### config.mk
export PLATFORM = sky130hd
export DESIGN_NAME = elastic_pipe_stage
export DESIGN_NICKNAME = d
export VERILOG_FILES = /design/src/rtl/elastic_pipe_stage.sv
export SDC_FILE = /design/constraint.sdc
export NUM_CORES = 1
export LEC_CHECK = 0
export ABC_CLOCK_PERIOD_IN_PS = 2200
export BUFFER_PORTS_ARGS = -buffer_cell sky130_fd_sc_hd__buf_2
export CELL_PAD_IN_SITES_DETAIL_PLACEMENT = 1
export CELL_PAD_IN_SITES_GLOBAL_PLACEMENT = 1
export CORE_MARGIN = 2
export CORE_UTILIZATION = 43
export CTS_CLUSTER_SIZE = 10
export DETAILED_ROUTE_END_ITERATION = 8
export PLACE_DENSITY = 0.87
export SETUP_SLACK_MARGIN = 0.3
export SYNTH_ARGS = -nofsm -noshare
export SYNTH_HDL_FRONTEND = slang
export SYNTH_SLANG_ARGS = --single-unit
### constraint.sdc
create_clock -name clk -period 2.2 [get_ports clk]
set_input_delay 0.33 -clock clk [delete_from_list [all_inputs] [get_ports clk]]
set_output_delay 0.33 -clock clk [all_outputs]
set_load 0.05 [all_outputs]
### src/rtl/elastic_pipe_stage.sv
// Elastic decode->execute stage register with 2-entry skid buffer.
// Optional perf counters: define PIPE_STAGE_PERF_EN.
module elastic_pipe_stage #(
  parameter int          DW         = 128,
  parameter int          EW         = 5,
  parameter logic [31:0] RESET_PC   = 32'h0000_0000,
  parameter logic [31:0] HANDLER_PC = 32'h0000_4180
) (
  input  logic          clk,
  input  logic          reset,
  input  logic          in_valid,
  output logic          in_ready,
  input  logic [31:0]   in_pc,
  input  logic [DW-1:0] in_data,
  input  logic [EW-1:0] in_exc,
  input  logic [EW-1:0] det_exc,
  input  logic          in_bd,
  input  logic          flush,
  output logic          out_valid,
  input  logic          out_ready,
  output logic [31:0]   out_pc,
  output logic [DW-1:0] out_data,
  output logic [EW-1:0] out_exc,
  output logic          out_bd,
  output logic [1:0]    occupancy
`ifdef PIPE_STAGE_PERF_EN
  ,
  output logic [31:0]   perf_stall,
  output logic [31:0]   perf_bubble
`endif
);

  typedef enum logic [1:0] {
    EMPTY = 2'd0,
    ONE   = 2'd1,
    FULL  = 2'd2
  } state_t;

  state_t state;
  state_t state_nxt;

  logic          push;
  logic          pop;
  logic [EW-1:0] merged_exc;

  logic [31:0]   skid_pc;
  logic [DW-1:0] skid_data;
  logic [EW-1:0] skid_exc;
  logic          skid_bd;

  assign push = in_valid & in_ready;
  assign pop  = out_valid & out_ready;

  // upstream code wins over the one found here
  assign merged_exc = (in_exc != '0) ? in_exc : det_exc;

  // state register
  always_ff @(posedge clk or negedge reset) begin
    if (!reset) begin
      state <= EMPTY;
    end else begin
      state <= state_nxt;
    end
  end

  // next state: flush beats any handshake
  always_comb begin
    state_nxt = state;
    if (flush) begin
      state_nxt = EMPTY;
    end else begin
      unique case (state)
        EMPTY: if (push) state_nxt = ONE;
        ONE: begin
          if (push && !pop) state_nxt = FULL;
          else if (!push && pop) state_nxt = EMPTY;
        end
        FULL: if (pop) state_nxt = ONE;
        default: state_nxt = EMPTY;
      endcase
    end
  end

  // status outputs decoded from registered state only
  always_comb begin
    out_valid = 1'b0;
    in_ready  = 1'b1;
    occupancy = 2'd0;
    unique case (state)
      EMPTY: begin
        out_valid = 1'b0;
      end
      ONE: begin
        out_valid = 1'b1;
        occupancy = 2'd1;
      end
      FULL: begin
        out_valid = 1'b1;
        in_ready  = 1'b0;
        occupancy = 2'd2;
      end
      default: begin
        out_valid = 1'b0;
      end
    endcase
  end

  // head register; pc/bd survive a bubble for EPC/BD
  always_ff @(posedge clk or negedge reset) begin
    if (!reset) begin
      out_pc   <= RESET_PC;
      out_data <= '0;
      out_exc  <= '0;
      out_bd   <= 1'b0;
    end else if (flush) begin
      out_pc   <= HANDLER_PC;
      out_data <= '0;
      out_exc  <= '0;
      out_bd   <= 1'b0;
    end else begin
      unique case (state)
        EMPTY: begin
          if (push) begin
            out_pc   <= in_pc;
            out_data <= in_data;
            out_exc  <= merged_exc;
            out_bd   <= in_bd;
          end
        end
        ONE: begin
          if (push && pop) begin
            out_pc   <= in_pc;
            out_data <= in_data;
            out_exc  <= merged_exc;
            out_bd   <= in_bd;
          end else if (!push && pop) begin
            out_data <= '0;
            out_exc  <= '0;
          end
        end
        FULL: begin
          if (pop) begin
            out_pc   <= skid_pc;
            out_data <= skid_data;
            out_exc  <= skid_exc;
            out_bd   <= skid_bd;
          end
        end
        default: begin
          out_data <= '0;
          out_exc  <= '0;
        end
      endcase
    end
  end

  // skid register catches the entry arriving under backpressure
  always_ff @(posedge clk or negedge reset) begin
    if (!reset) begin
      skid_pc   <= '0;
      skid_data <= '0;
      skid_exc  <= '0;
      skid_bd   <= 1'b0;
    end else if (!flush && state == ONE && push && !pop) begin
      skid_pc   <= in_pc;
      skid_data <= in_data;
      skid_exc  <= merged_exc;
      skid_bd   <= in_bd;
    end
  end

`ifdef PIPE_STAGE_PERF_EN
  // free-running stall/bubble counters, immune to flush
  always_ff @(posedge clk or negedge reset) begin
    if (!reset) begin
      perf_stall  <= '0;
      perf_bubble <= '0;
    end else begin
      if (in_valid && !in_ready) perf_stall <= perf_stall + 32'd1;
      if (!out_valid && out_ready) perf_bubble <= perf_bubble + 32'd1;
    end
  end
`endif

endmodule
After elaboration in Yosys (flattened, before gate mapping). Cells that the tools add are included.

Memory bits (read-only): 0. Latch bits: 0. Logic and storage cells: 66. Memories: 0. Register bits: 334. Memory bits (writable): 0.

Equal/unequal tests: 7. Multipliers: 0. Magnitude comparators: 0. Div/mod/pow operators: 0. Muxes and demuxes: 32. Reductions and logical operators: 16. Shift-type cells: 0. Bitwise logic cells: 2. Add/subtract/negate cells: 0.

Operators by type and width (count): $mux 128 (5); $pmux 128 s3 (1); $mux 32 (4); $pmux 32 s3 (1); $mux 5 (6); $pmux 5 s3 (1); $mux 2 (5); $ne 3x3->1 const B (3); $ne 4x4->1 const B (2); $logic_and 1x1->1 (6); $mux 1 (6); $pmux 2 s3 (1); $reduce_and 3->1 (2); $reduce_bool 5->1 (1); $pmux 2 s2 (1); $reduce_and 4->1 (1); $reduce_bool 4->1 (1); $logic_not 1->1 (3); $pmux 1 s3 (1); $and 1x1->1 (2); $eq 2x1->1 const B (1); $eq 2x2->1 const B (1); $logic_not 2->1 (1); $reduce_or 2->1 (1).

Logic depth before layout (Yosys ltp).
Depth after elaboration: 9. Mapped depth: 10. Depth with buffers taken out: 6.

Worst setup path after synthesis. Ideal clock, no wire load.

Path type: register -> register. Start point: register state[0]. End point: register out_data[100]. Setup slack: -177 ps. Cell stages (with the launch flop): 10. Required time: 2076 ps. Data arrival time: 2253 ps. Path buffers: 3. Cells stage by stage: dfrtp_1 inv_1 ha_1 nand2_1 a221oi_2 o21ba_1 buf_2 buf_6 buf_6 o2bb2ai_1.

Longest elaborated chain between the ends: 8. Elaborated cells on any way between the ends: 18. Classes of those cells: eq/ne: 5; mux: 5; bitwise: 2; reduce/logical: 6.

Ends and longest elaborated chain: from (decl) (line 39) `state_t state;`; from (signal assigned) (line 62) `state <= state_nxt;`; $eq 2x1->1 / $eq 2x2->1 (equally long branches) (line 89) `unique case (state)`; $reduce_or 2->1 (no source line) *; $mux 1 * (line 89); named net out_valid (line 19) `output logic out_valid,`; $and 1x1->1 * (line 52) `assign pop = out_valid & out_ready;`; $logic_and 1x1->1 (line 131) `if (push && pop) begin`; $mux 128 (line 131); $pmux 128 s3 (line 121) `unique case (state)`; $mux 128 (line 115) `end else if (flush) begin`; to (signal assigned) (line 125) `out_data <= in_data;`; to (signal assigned) (line 133) `out_data <= in_data;`; to (signal assigned) (line 144) `out_data <= skid_data;`; to (decl) (line 22) `output logic [DW-1:0] out_data,`.

Mark *: on every way through the listed nets, which the timed path passes. The rest lies on a longest branch. A chain may end at the register's enable or synchronous reset.

Worst setup path after layout.
Start point: register state[0]. End point: register out_data[117].

Longest elaborated chain between the ends: 8. Elaborated cells on any way between the ends: 18. Classes of those cells: eq/ne: 5; mux: 5; bitwise: 2; reduce/logical: 6.

Ends and longest elaborated chain (line): $eq 2x1->1 / $eq 2x2->1 (equally long branches) (89, 121); $reduce_or 2->1 (no source line); $mux 1 (89); $and 1x1->1 (52); $logic_and 1x1->1 (131); $mux 128 (131); $pmux 128 s3 (121); $mux 128 (115).

Several ways; a longest one is shown, not always the timed one.

==> results.toml <==
[min_path]
min_path_cells = 2
min_to = "skid_pc[4]"
hp-class = "input pin to flip-flop"
min-delay-start = "in_pc[4]"

[outcome]
violations = "negative setup slack"
status = "finished, violations left"

[global_routing]
grt_pass1_wl_um = 75560
grt_usage = 0.2907
overflow = 0
grt_pass1_vias = 12500
antenna_found_initial = 13
grt_max_degree = 72

[synthesis]
synth-main-ff-cell = "dfrtp_1"
synth_area_leaders = "dfrtp_1, mux2_2, o2bb2ai_1, a22oi_1, mux2i_1"
syn_area_mm2 = 0.01403
synth_top_area_frac = 0.5956
yosysMostFrequentCell = "dfrtp_1"
synthTopCellsByCount = "dfrtp_1, mux2_2, o2bb2ai_1"
yosysSeqAreaShare = 0.5956
synth_warnings = 0
syn_nets = 1195
synthCells = 1014
yosysTopAreaCell = "dfrtp_1"
synthDistinctLibCells = 40
avgSynthCellArea_um2 = 13.84
ys_seq_elements = 334
async_flop_share = 1.000
synth_edf_count = 0

[timing]
finalSetupViolations = 1
relSlewSlack = 0.4625
post-route-period-util = 1.020
min_period_ns = 2.243
hold_violations = 0
fin_ws_ns = -0.04310
max_freq_mhz = 445.8
slew_viol_final = 0
max_slew.worst_pin.slew_ns = 0.7989
rsz0062_at_grt = "true"
skew_ns = 0.01601

[detailed_routing]
vias = 11790
wl_um = 61600
postRouteAntennaNets = 0
wire_per_inst_um = 32.25
drt-vias-per-instance = 6.174
drtPass1Iterations = 5
route.detailed.drc = 0
drtIter0Drc = 621

[clock_network]
numCtsBuffers = 40
clockBufferDepth = 3
clockRootBuffer = "clkbuf_16"
cts_htree_levels = 2
insertion_delay_ns = 0.52
cts_tree = "done"
clock_sinks = 334
clk_pin_slew_worst_paths_ns = 0.06

[power]
power_switching_mw = 15.03
combPwrFrac = 0.502
p_clk_frac = 0.177
powerDensity_mw_per_mm2 = 1612
finalPower_mw = 34.03
ir_drop_uv = 832.6
p_leak_nw = 9.853
p_int_mw = 18.99
netSwitchingFraction = 0.4419
p_seq_frac = 0.321

[placement]
place.gp.congestion = 0.7909
place.port_buffers = 345
dp_hpwl_um = 28170

[critical_path]
arrival_ns = 2.63
rr_worst_depth = 9
startpoint_type = "flip-flop"
timing.reg2reg.setup_slack_ns = -0.04
rr_startpoint = "state[0]"
rr_endpoint = "out_data[117]"
end_kind = "flip-flop"
crit_fanout = 9
worstSetupPathType = "flip-flop to flip-flop"
worst_ep_required_time_ns = 2.59

[floorplan]
fp-row-count = 66
die_w_um = 184.6
die_h_um = 184.6
coreArea_mm2 = 0.03237
dieArea_mm2 = 0.03409
start_util = 0.4335
ioPinCount = 346

[layout]
final_util = 0.6519
layout-drive-gt1-share = 0.6357
area_growth_pct = 50.40
nNetsFinal = 1628

[flow_run]
maxCapViolCount = 0
==> stage by stage <==
| step | TNS (ns) | std cells | setup slack (ns) | cell area [um^2] | hold slack [ns] |
|---|---|---|---|---|---|
| after CTS | 0 | 1848 | 0.1423 | 18890 | 0.04850 |
| final | -0.04310 | 1910 | -0.04310 | 21100 | 0.05859 |
| after floorplan | 0 | 1014 | 0.1743 | 14090 | 0.03441 |
| after global routing | -0.2246 | 1908 | -0.09562 | 21100 | 0.05687 |
| after global placement | 0 | 1760 | 0.1382 | 16620 | 0.2799 |
| after detailed placement | 0 | 1760 | 0.002709 | 16620 | 0.2766 |
==> registers in the layout, summed over array words and instances, names as in the netlist <==
register	count
skid_pc	32
skid_bd	1
out_bd	1
skid_data	128
out_exc	5
state	2
skid_exc	5
out_data	128
out_pc	32
==> cell families (layout without fill, tap and decap cells) <==
kind of cell / Yosys count / count (layout) / synth area share
multiplexers: 192 / 192 / 0.1513
AO/OA/AOI/OAI: 327 / 327 / 0.1867
other: 0 / 13 / 0
adder cells (fa/ha/maj): 5 / 5 / 0.004458
buffers and inverters: 101 / 542 / 0.04004
flip-flops: 334 / 334 / 0.5956
AND/OR/NAND/NOR: 55 / 55 / 0.02185
==> cells in the final DEF, fill, tap and decap left out, types with 5 or more instances in the layout <==
cell       instances
diode_2           13
buf_6             12
mux2_4            66
mux2_2            95
a22oi_2          112
o2bb2ai_1         47
mux2i_1           31
nand2_1            5
buf_12            32
o21ai_0            7
buf_2            342
buf_8             10
o2bb2ai_2         78
a211oi_1          26
buf_16            22
nor3_1            30
buf_4             37
dfrtp_1          333
a211oi_2           8
o2bb2ai_4          8
a22oi_1           16
clkbuf_16         68
==> worst max path at each step <==
| stage | from | end | slack (ns) | cells past startpoint |
|---|---|---|---|---|
| floorplan | state[0] | out_data[100] | 0.17 | 9 |
| global placement | state[0] | out_data[110] | 0.14 | 8 |
| detailed placement | state[0] | out_pc[23] | 0.003 | 8 |
| CTS | state[0] | out_data[123] | 0.14 | 9 |
| global route | state[0] | out_data[117] | -0.1 | 9 |
| finish | state[0] | out_data[117] | -0.04 | 9 |
==> layer usage <==
| metal | vias to the layer above | share of wire | GRT usage |
|---|---|---|---|
| met4 | 0 | 0.059 | 0.1343 |
| li1 | 4793 | - | - |
| met5 | - | 0 | 0 |
| met2 | 581 | 0.52 | 0.5120 |
| met3 | 217 | 0.062 | 0.06086 |
| met1 | 6201 | 0.36 | 0.3402 |
==> power by group through the flow <==
stage | combinational, mW | sequential (mW) | clock [mW]
3_3_place_gp | 11.3 | 9.99 | 0
6_report | 17.1 | 10.9 | 6.01
3_5_place_dp | 11.8 | 10.2 | 0
5_1_grt | 17.6 | 11.1 | 6.27
4_1_cts | 13.9 | 10.3 | 5.93
2_1_floorplan | 4.96 | 13.4 | 0
==> cell type report <==
cell class                 instances  area (um^2)
antenna                           13        32.53
multi-input combinational        579         6756
fill                            3003        11270
sequential                       334         8359
inverter                           6        25.02
tap                              442        553.0
timing repair buffer             486         4285
clock buffer                      48         1082
clock inverter                     2        10.01
==> worst max-delay path: stages, from the launching register on <==
cell	delay (ns)
dfrtp_1	0.42
buf_4	0.17
ha_4	0.16
buf_4	0.16
and3b_2	0.22
a21o_4	0.24
clkbuf_16	0.19
buf_16	0.16
a22oi_1	0.25
o2bb2ai_1	0.14
==> what timing repair did <==
action / in CTS / in global routing
gates cloned: 15 / 31
hold buffers: 1 / 0
endpoints found under the hold margin: 38 / 0
gates resized for setup: 105 / 252
setup buffers: 22 / 18
pin swaps: 18 / 162
endpoints found under the setup margin: 331 / 335
(Power assumes the default switching activity.)
